**src/rtl/btn_pkg.sv**
```systemverilog
// Shared definitions for the button conditioning stage: state encoding,
// 12 MHz timing defaults and small elaboration-time helpers.
package btn_pkg;

    typedef enum logic [1:0] {
        IDLE         = 2'd0,
        PRESS_WAIT   = 2'd1,
        HELD         = 2'd2,
        RELEASE_WAIT = 2'd3
    } btn_state_e;

    // 1 ms debounce, 0.5 s long-press, 0.1 s repeat at 12 MHz
    localparam int unsigned DEF_DEBOUNCE_CYCLES = 12000;
    localparam int unsigned DEF_LONG_CYCLES     = 6000000;
    localparam int unsigned DEF_REPEAT_CYCLES   = 1200000;
    localparam bit          DEF_REPEAT_EN       = 1'b1;

    // ceil(log2(v)); returns 0 for v <= 1
    function automatic int unsigned clog2_f(input int unsigned v);
        int unsigned r;
        r = 0;
        for (int i = 0; i < 32; i++) begin
            if ((32'd1 << i) < v) begin
                r = i + 1;
            end
        end
        return r;
    endfunction

    function automatic int unsigned max_f(input int unsigned a, input int unsigned b);
        return (a > b) ? a : b;
    endfunction

endpackage

```
**src/rtl/btn_sync.sv**
```systemverilog
// Two-flop synchroniser for an asynchronous pin. RESET_VAL is the pin's
// inactive level so a reset never looks like activity downstream.
module btn_sync #(
    parameter logic RESET_VAL = 1'b1
) (
    input  logic clk,
    input  logic rst,
    input  logic d_in,
    output logic q_out
);

    logic meta_q, meta_d;
    logic sync_q, sync_d;

    // shift the pin through the two stages
    always_comb begin
        meta_d = d_in;
        sync_d = meta_q;
    end

    // chain registers, reset to the inactive pin level
    always_ff @(posedge clk) begin
        if (rst) begin
            meta_q <= RESET_VAL;
            sync_q <= RESET_VAL;
        end else begin
            meta_q <= meta_d;
            sync_q <= sync_d;
        end
    end

    assign q_out = sync_q;

endmodule

```
**src/rtl/btn_event_debounce.sv**
```systemverilog
// Button conditioning: synchronise BTN_N, debounce it, and emit registered
// single-cycle PRESS / RELEASE / LONG / REPEAT events plus a clean level.
//
// state        | meaning
// IDLE         | released and stable
// PRESS_WAIT   | low seen, counting stable low samples
// HELD         | press accepted, hold timer running
// RELEASE_WAIT | high seen while held, hold timer frozen
module btn_event_debounce
    import btn_pkg::*;
#(
    parameter int unsigned DEBOUNCE_CYCLES = DEF_DEBOUNCE_CYCLES,
    parameter int unsigned LONG_CYCLES     = DEF_LONG_CYCLES,
    parameter int unsigned REPEAT_CYCLES   = DEF_REPEAT_CYCLES,
    parameter bit          REPEAT_EN       = DEF_REPEAT_EN
) (
    input  logic CLK,
    input  logic RST,
    input  logic BTN_N,
    output logic BTN_LEVEL,
    output logic PRESS,
    output logic RELEASE,
    output logic LONG,
    output logic REPEAT
);

    localparam int unsigned DB_W   = clog2_f(DEBOUNCE_CYCLES) + 1;
    localparam int unsigned HOLD_W = clog2_f(max_f(LONG_CYCLES, REPEAT_CYCLES)) + 1;

    localparam logic [DB_W-1:0]   DB_ONE    = DB_W'(1);
    localparam logic [DB_W-1:0]   DB_LAST   = DB_W'(DEBOUNCE_CYCLES - 1);
    localparam logic [HOLD_W-1:0] HOLD_ONE  = HOLD_W'(1);
    localparam logic [HOLD_W-1:0] LONG_LAST = HOLD_W'(LONG_CYCLES - 1);
    localparam logic [HOLD_W-1:0] REP_LAST  = HOLD_W'(REPEAT_CYCLES - 1);

    logic btn_s;

    btn_state_e        state_q, state_d;
    logic [DB_W-1:0]   db_cnt_q, db_cnt_d;
    logic [HOLD_W-1:0] hold_q, hold_d;
    logic              long_done_q, long_done_d;
    logic              level_q, level_d;
    logic              press_q, press_d;
    logic              release_q, release_d;
    logic              long_q, long_d;
    logic              repeat_q, repeat_d;

    logic [HOLD_W-1:0] hold_adv;
    logic              long_adv;
    logic              long_fire;
    logic              rep_fire;

    btn_sync #(
        .RESET_VAL (1'b1)
    ) u_sync (
        .clk   (CLK),
        .rst   (RST),
        .d_in  (BTN_N),
        .q_out (btn_s)
    );

    // One cycle of hold timing: count to LONG, then cycle modulo REPEAT.
    // The counter is reset at each threshold so it can never wrap.
    always_comb begin
        hold_adv  = hold_q;
        long_adv  = long_done_q;
        long_fire = 1'b0;
        rep_fire  = 1'b0;
        if (!long_done_q) begin
            if (hold_q == LONG_LAST) begin
                long_fire = 1'b1;
                long_adv  = 1'b1;
                hold_adv  = '0;
            end else begin
                hold_adv = hold_q + HOLD_ONE;
            end
        end else if (REPEAT_EN) begin
            if (hold_q == REP_LAST) begin
                rep_fire = 1'b1;
                hold_adv = '0;
            end else begin
                hold_adv = hold_q + HOLD_ONE;
            end
        end
    end

    // Next-state and registered-output logic
    always_comb begin
        state_d     = state_q;
        db_cnt_d    = db_cnt_q;
        hold_d      = hold_q;
        long_done_d = long_done_q;
        level_d     = level_q;
        press_d     = 1'b0;
        release_d   = 1'b0;
        long_d      = 1'b0;
        repeat_d    = 1'b0;
        case (state_q)
            IDLE: begin
                if (!btn_s) begin
                    state_d  = PRESS_WAIT;
                    db_cnt_d = DB_ONE;
                end
            end
            PRESS_WAIT: begin
                if (btn_s) begin
                    state_d  = IDLE;
                    db_cnt_d = '0;
                end else if (db_cnt_q == DB_LAST) begin
                    state_d     = HELD;
                    db_cnt_d    = '0;
                    hold_d      = '0;
                    long_done_d = 1'b0;
                    level_d     = 1'b1;
                    press_d     = 1'b1;
                end else begin
                    db_cnt_d = db_cnt_q + DB_ONE;
                end
            end
            HELD: begin
                if (btn_s) begin
                    // release candidate takes priority over a due LONG/REPEAT
                    state_d  = RELEASE_WAIT;
                    db_cnt_d = DB_ONE;
                end else begin
                    hold_d      = hold_adv;
                    long_done_d = long_adv;
                    long_d      = long_fire;
                    repeat_d    = rep_fire;
                end
            end
            RELEASE_WAIT: begin
                if (!btn_s) begin
                    // bounce: resume timing so only the high samples are lost
                    state_d     = HELD;
                    db_cnt_d    = '0;
                    hold_d      = hold_adv;
                    long_done_d = long_adv;
                    long_d      = long_fire;
                    repeat_d    = rep_fire;
                end else if (db_cnt_q == DB_LAST) begin
                    state_d   = IDLE;
                    db_cnt_d  = '0;
                    level_d   = 1'b0;
                    release_d = 1'b1;
                end else begin
                    db_cnt_d = db_cnt_q + DB_ONE;
                end
            end
            default: begin
                state_d = IDLE;
            end
        endcase
    end

    // State, counters and output registers
    always_ff @(posedge CLK) begin
        if (RST) begin
            state_q     <= IDLE;
            db_cnt_q    <= '0;
            hold_q      <= '0;
            long_done_q <= 1'b0;
            level_q     <= 1'b0;
            press_q     <= 1'b0;
            release_q   <= 1'b0;
            long_q      <= 1'b0;
            repeat_q    <= 1'b0;
        end else begin
            state_q     <= state_d;
            db_cnt_q    <= db_cnt_d;
            hold_q      <= hold_d;
            long_done_q <= long_done_d;
            level_q     <= level_d;
            press_q     <= press_d;
            release_q   <= release_d;
            long_q      <= long_d;
            repeat_q    <= repeat_d;
        end
    end

    assign BTN_LEVEL = level_q;
    assign PRESS     = press_q;
    assign RELEASE   = release_q;
    assign LONG      = long_q;
    assign REPEAT    = repeat_q;

endmodule
```
**config.mk**
```make
export PLATFORM = sky130hd
export DESIGN_NAME = btn_event_debounce
export DESIGN_NICKNAME = d
export VERILOG_FILES = /design/src/rtl/btn_pkg.sv /design/src/rtl/btn_sync.sv /design/src/rtl/btn_event_debounce.sv
export SDC_FILE = /design/constraint.sdc
export NUM_CORES = 1
export LEC_CHECK = 0
export CAP_MARGIN = 0
export CORE_UTILIZATION = 55
export CTS_CLUSTER_DIAMETER = 100
export DETAILED_ROUTE_END_ITERATION = 8
export MAX_ROUTING_LAYER = met4
export PLACE_DENSITY = 0.81
export SLEW_MARGIN = 15
export SYNTH_ARGS = -nofsm -noshare
export SYNTH_HDL_FRONTEND = slang
export SYNTH_SLANG_ARGS = --single-unit
```
**constraint.sdc**
```tcl
create_clock -name CLK -period 2.37 [get_ports CLK]
set_clock_uncertainty 0.2 [all_clocks]
set_input_delay 0.711 -clock CLK [delete_from_list [all_inputs] [get_ports CLK]]
set_output_delay 0.711 -clock CLK [all_outputs]
set_load 0.05 [all_outputs]
```
==> impl_metrics.toml, run 1 <==
[timing]
hold_violations = 0
slew_headroom = 0.6673
tightest_slew_ns = 0.4982
finalWorstSetupSlack_ns = 0.04618
period_share = 0.9805
maxSlewViolCount = 0
max_freq_mhz = 430.3
holdWs_ns = 0.2159
setup_viol = 0
period_needed_ns = 2.324

[finish]
top_regs = "hold_q (24), db_cnt_q (15)"
fin_nets = 313
drive_gt1_frac = 0.1521
diodes = 0
syn2layout_area_growth_pct = 14.23
largest_register = "hold_q"
final_cell_area_sq_mm = 0.002823
largest_reg_flops = 24

[placement]
preCtsSetupSlack_ns = 0.1150
port_buffers = 7
gp_congestion = 0.9070
dp_hpwl_um = 4074
dpl_cell_area_sq_mm = 0.002701

[synth]
synth_top_cells_by_count = "49 x dfxtp_1, 38 x nor2_1, 25 x nand2_1"
netlist_instances = 290
yosys.cell_types.count = 48
ys_ff_latch = 49
synth_warnings = 0
synth_top_family_by_area = "simple AND/OR/NAND/NOR gates"
synth.yosys.seq_area_share = 0.3970
synth_compound_area_frac = 0.1220
syn_avg_cell_area_sq_um = 8.521
yosysTopAreaCell = "dfxtp_1"
synthAdderAreaFrac = 0.01013
syn-num-nets = 295
synth.most_common_cell = "dfxtp_1"
post-synth-top-area-fraction = 0.3970
synth_edf_count = 0
netlist_area_sq_mm = 0.002471
synthFlopType = "dfxtp_1"
synth_xor_area_frac = 0.08506
synth.area.top_cells = "dfxtp_1 40%, xnor2_1 8.5%, nor2_1 5.8%"
synth-simple-area-share = 0.3408
async_flop_share = 0
synth_mux_area_frac = 0.004557

[worst_setup_path]
criticalPathCategory = "register to register"
critPathMaxFanout = 24
start_kind = "register"
rr_worst_depth = 6
arrival_ns = 2.32
worst_ep_required_time_ns = 2.37
end_kind = "register"

[clock_network]
cts_max_level = 2
cts_root_buf = "clkbuf_8"
cts_sinks = 49
cts_buffers = 5
cts_setup_buffers = 0
clockBufferDepth = 2
cts_tree = "yes"
cts.clk_slew.worst_paths_ns = 0.09
clock_latency_ns = 0.30

[worst_hold_path]
worstHoldPathType = "register to register"
whs_path_depth = 1

[power]
p_leak_nw = 0.8738
p_per_area_mw_per_mm2 = 483.9
peakVddDrop_mv = 0.3343
power_mw = 1.366

[global_route]
track_usage = 0.2571
grt_pass1_vias = 2074
grt.overflow.total = 0
antenna_found_initial = 0
grt_pass1_wl_um = 9604
grt_max_degree = 25

[route]
first_pass_iters = 5
viasPerCell = 6.291
wire_per_inst_um = 16.51
drt_iter0_drc = 200
vias = 2271
drcViolationCount = 0
drt_wl_total_um = 5959
antenna_left = 0

[floorplanning]
core_sq_mm = 0.004324
die_y_um = 69.03
dieArea_sq_mm = 0.004765
row_count = 24
ios = 8
die_w_um = 69.03
start_util = 0.5715

[run]
drv_cap = 0

[status]
status = "finished clean"
metal layers:
metal,track usage,vias to the layer above,wire [um]
met3,0.05556,10,323
met2,0.3851,77,2790
met4,0.09524,0,83
met1,0.3404,1075,2761
met5,-,-,0
li1,-,1109,-
power by group:
part / switching [mW] / internal [mW] / leakage, nW
Combinational: 0.0370 / 0.0204 / 0.439
Clock: 0.267 / 0.210 / 0.0395
Sequential: 0.00373 / 0.827 / 0.396
Total: 0.308 / 1.06 / 0.874
cells in the final DEF, fill, tap and decap left out, types with 7 or more instances in the layout:
master	n
nand2_1	25
nand3_1	15
xnor2_1	24
nand4_1	8
nor2_1	38
a21oi_1	9
nor3_1	13
nor4_2	7
buf_4	24
nor4_1	12
dfxtp_1	48
a311oi_1	8
through the flow:
| step | setup TNS (ns) | instances | utilization |
|---|---|---|---|
| after CTS | 0 | 361 | 0.6432 |
| final | 0 | 361 | 0.6528 |
| after floorplan | 0 | 290 | - |
| after detailed placement | 0 | 353 | 0.6247 |
| after global routing | -0.005951 | 361 | 0.6528 |
| after global placement | 0 | 353 | 0.6247 |
worst max-delay path, cell delays in order, from the launching register on:
cell and delay, ns:
dfxtp_1 0.50, nand4_4 0.18, o41a_1 0.44, buf_4 0.23, nor4_1 0.41, xnor2_1 0.18
nor2_1 0.06
cell type report:
type / count / area (sq um)
clock buffers: 8 / 80.08
fillers: 362 / 1501
inverters: 4 / 15.01
multi-input cells: 218 / 1428
flip-flops and latches: 49 / 982.2
well taps: 52 / 65.06
repair buffers: 30 / 252.7
final timing paths:
path,startpoint,to,slack [ns]
max,db_cnt_q[6],hold_q[15],0.05
min,u_sync.meta_q,u_sync.q_out,0.22
max reg2reg,db_cnt_q[6],hold_q[15],0.05
min reg2reg,u_sync.meta_q,u_sync.q_out,0.22
logic make-up after synthesis:
family	count (synthesis)
muxes	1
adders and majority gates	2
buffers and inverters	23
DFF	49
xor gates and xnor gates	24
AOI/OAI and AO/OA	41
and+or+nand+nor	150
repair_timing:
item | 4_1_cts | 5_1_grt
gates resized for setup | 0 | 8
endpoints found under the setup margin | 0 | 25
hold buffers | 0 | 0
(Power assumes the default switching activity.)
==> run 2: changes to the inputs <==
--- a/config.mk
+++ b/config.mk
@@ -6,11 +6,12 @@
 export NUM_CORES = 1
 export LEC_CHECK = 0
 export CAP_MARGIN = 0
-export CORE_UTILIZATION = 55
+export CORE_UTILIZATION = 25
 export CTS_CLUSTER_DIAMETER = 100
 export DETAILED_ROUTE_END_ITERATION = 8
 export MAX_ROUTING_LAYER = met4
-export PLACE_DENSITY = 0.81
+export PLACE_DENSITY = 0.47
+export REMOVE_ABC_BUFFERS = 1
 export SLEW_MARGIN = 15
 export SYNTH_ARGS = -nofsm -noshare
 export SYNTH_HDL_FRONTEND = slang
==> impl_metrics.toml, run 2 (synthesized netlist as in run 1, its figures left out) <==
[status]
status = "finished clean"

[finish]
top_regs = "hold_q (24), db_cnt_q (15)"
layout_common_cells = "49 x dfxtp_1, 38 x nor2_1, 25 x nand2_1"
final_common_cell = "dfxtp_1"
diodes = 0
stdcell_count = 439
final_cell_area_sq_mm = 0.002919
syn2layout_area_growth_pct = 18.13
largest_reg_flops = 24
drive_gt1_frac = 0.1419
fin_nets = 314
largest_register = "hold_q"
final_util = 0.3100

[clock_network]
cts_buffers = 5
ctsHoldBuffers = 0
cts-resized-gates = 0
clock_latency_ns = 0.30
cts_root_buf = "clkbuf_8"
cts_sinks = 49
cts_setup_buffers = 0
clockBufferDepth = 2
cts.clk_slew.worst_paths_ns = 0.09
cts_tree = "yes"
cts_max_level = 2

[power]
power_frac_comb = 0.044
p_per_area_mw_per_mm2 = 472.8
power_mw = 1.380
peakVddDrop_mv = 0.2000
switching_share = 0.2317
p_leak_nw = 0.8838
power_frac_seq = 0.601
intPower_mw = 1.060
pwr-share-clk = 0.355
p_sw_uw = 319.8

[worst_setup_path]
worst-r2r-setup-slack_ns = 0.14
start_kind = "register"
r2r_end = "hold_q[14]"
cpPeakStageDelay_ns = 0.79
cp.depth = 1
cpMaxStageDelayCell = "clkdlybuf4s50_1"
crit_buf_inv = 1
path_cells = "clkdlybuf4s50_1"
rr_worst_depth = 7
arrival_ns = 1.41
worst_ep_required_time_ns = 1.46
rr_startpoint = "db_cnt_q[1]"
cp_top_family = "buffers and inverters"
criticalPathCategory = "register to output port"
critPathMaxFanout = 1
end_kind = "output port"

[timing]
period_share = 0.9786
max_freq_mhz = 431.2
slew_headroom = 0.6634
hold_violations = 0
period_needed_ns = 2.319
rsz0062_at_grt = "no"
finalWorstSetupSlack_ns = 0.05080
tightest_slew_ns = 0.5041
maxSlewViolCount = 0
setup_viol = 0

[floorplanning]
die_y_um = 101.4
dieArea_sq_mm = 0.01029
die_w_um = 101.4
ios = 8
row_count = 35
core_sq_mm = 0.009415
start_util = 0.2625

[global_route]
track_usage = 0.1345
grt.overflow.total = 0
grt_pass1_wl_um = 10480
grt_max_degree = 25
grt_pass1_vias = 2049
antenna_found_initial = 0

[placement]
dpl_cell_area_sq_mm = 0.002818
gp_congestion = 0.7344
dp_hpwl_um = 4264
preCtsSetupSlack_ns = 0.1206
dpl.cell_count = 431
port_buffers = 7

[route]
wire_per_inst_um = 13.92
drt_iter0_drc = 147
drt_wl_total_um = 6112
viasPerCell = 4.907
antenna_left = 0
first_pass_iters = 4
vias = 2154
drcViolationCount = 0

[worst_hold_path]
min_from = "u_sync.meta_q"
min_to = "u_sync.q_out"
worstHoldPathType = "register to register"
whs_path_depth = 1

[run]
drv_cap = 0
run 2: layer usage:
metal	wire, um	part of all wire	GRT usage	vias up
li1	-	-	-	1109
met1	3201	0.52	0.1853	1014
met2	2676	0.44	0.1915	24
met3	143	0.023	0.02761	7
met4	91	0.015	0.05128	0
met5	0	0	-	-
run 2: final cells by class:
class / instances / area [sq um]
Sequential cell: 49 / 980.9
Clock buffer: 8 / 80.08
Tap cell: 129 / 161.4
Fill cell: 1010 / 6496
Timing Repair Buffer: 31 / 272.8
Multi-Input combinational cell: 218 / 1409
Inverter: 4 / 15.01
run 2: worst max-delay path by stage:
| stage | end | slack (ns) | start |
|---|---|---|---|
| 2_1_floorplan | db_cnt_q[13] | -0.01 | u_sync.q_out |
| 3_3_place_gp | hold_q[0] | 0.15 | hold_q[7] |
| 3_5_place_dp | hold_q[0] | 0.12 | hold_q[7] |
| 4_1_cts | PRESS | 0.03 | PRESS |
| 5_1_grt | hold_q[22] | 0.008 | db_cnt_q[1] |
| 6_report | LONG | 0.05 | LONG |
run 2: through the flow:
stage	hold slack, ns	TNS (ns)
after detailed placement	0.1957	0
after CTS	0.2170	0
after global routing	0.2322	0
final	0.2122	0
after floorplan	0.1895	-0.05351
after global placement	0.1924	0
run 2: power groups by stage:
stage,clock network [mW],logic (mW),registers [mW]
2_1_floorplan,0,0.0188,0.857
3_3_place_gp,0,0.0612,0.850
3_5_place_dp,0,0.0608,0.850
4_1_cts,0.510,0.0610,0.830
5_1_grt,0.551,0.0668,0.831
6_report,0.489,0.0606,0.830
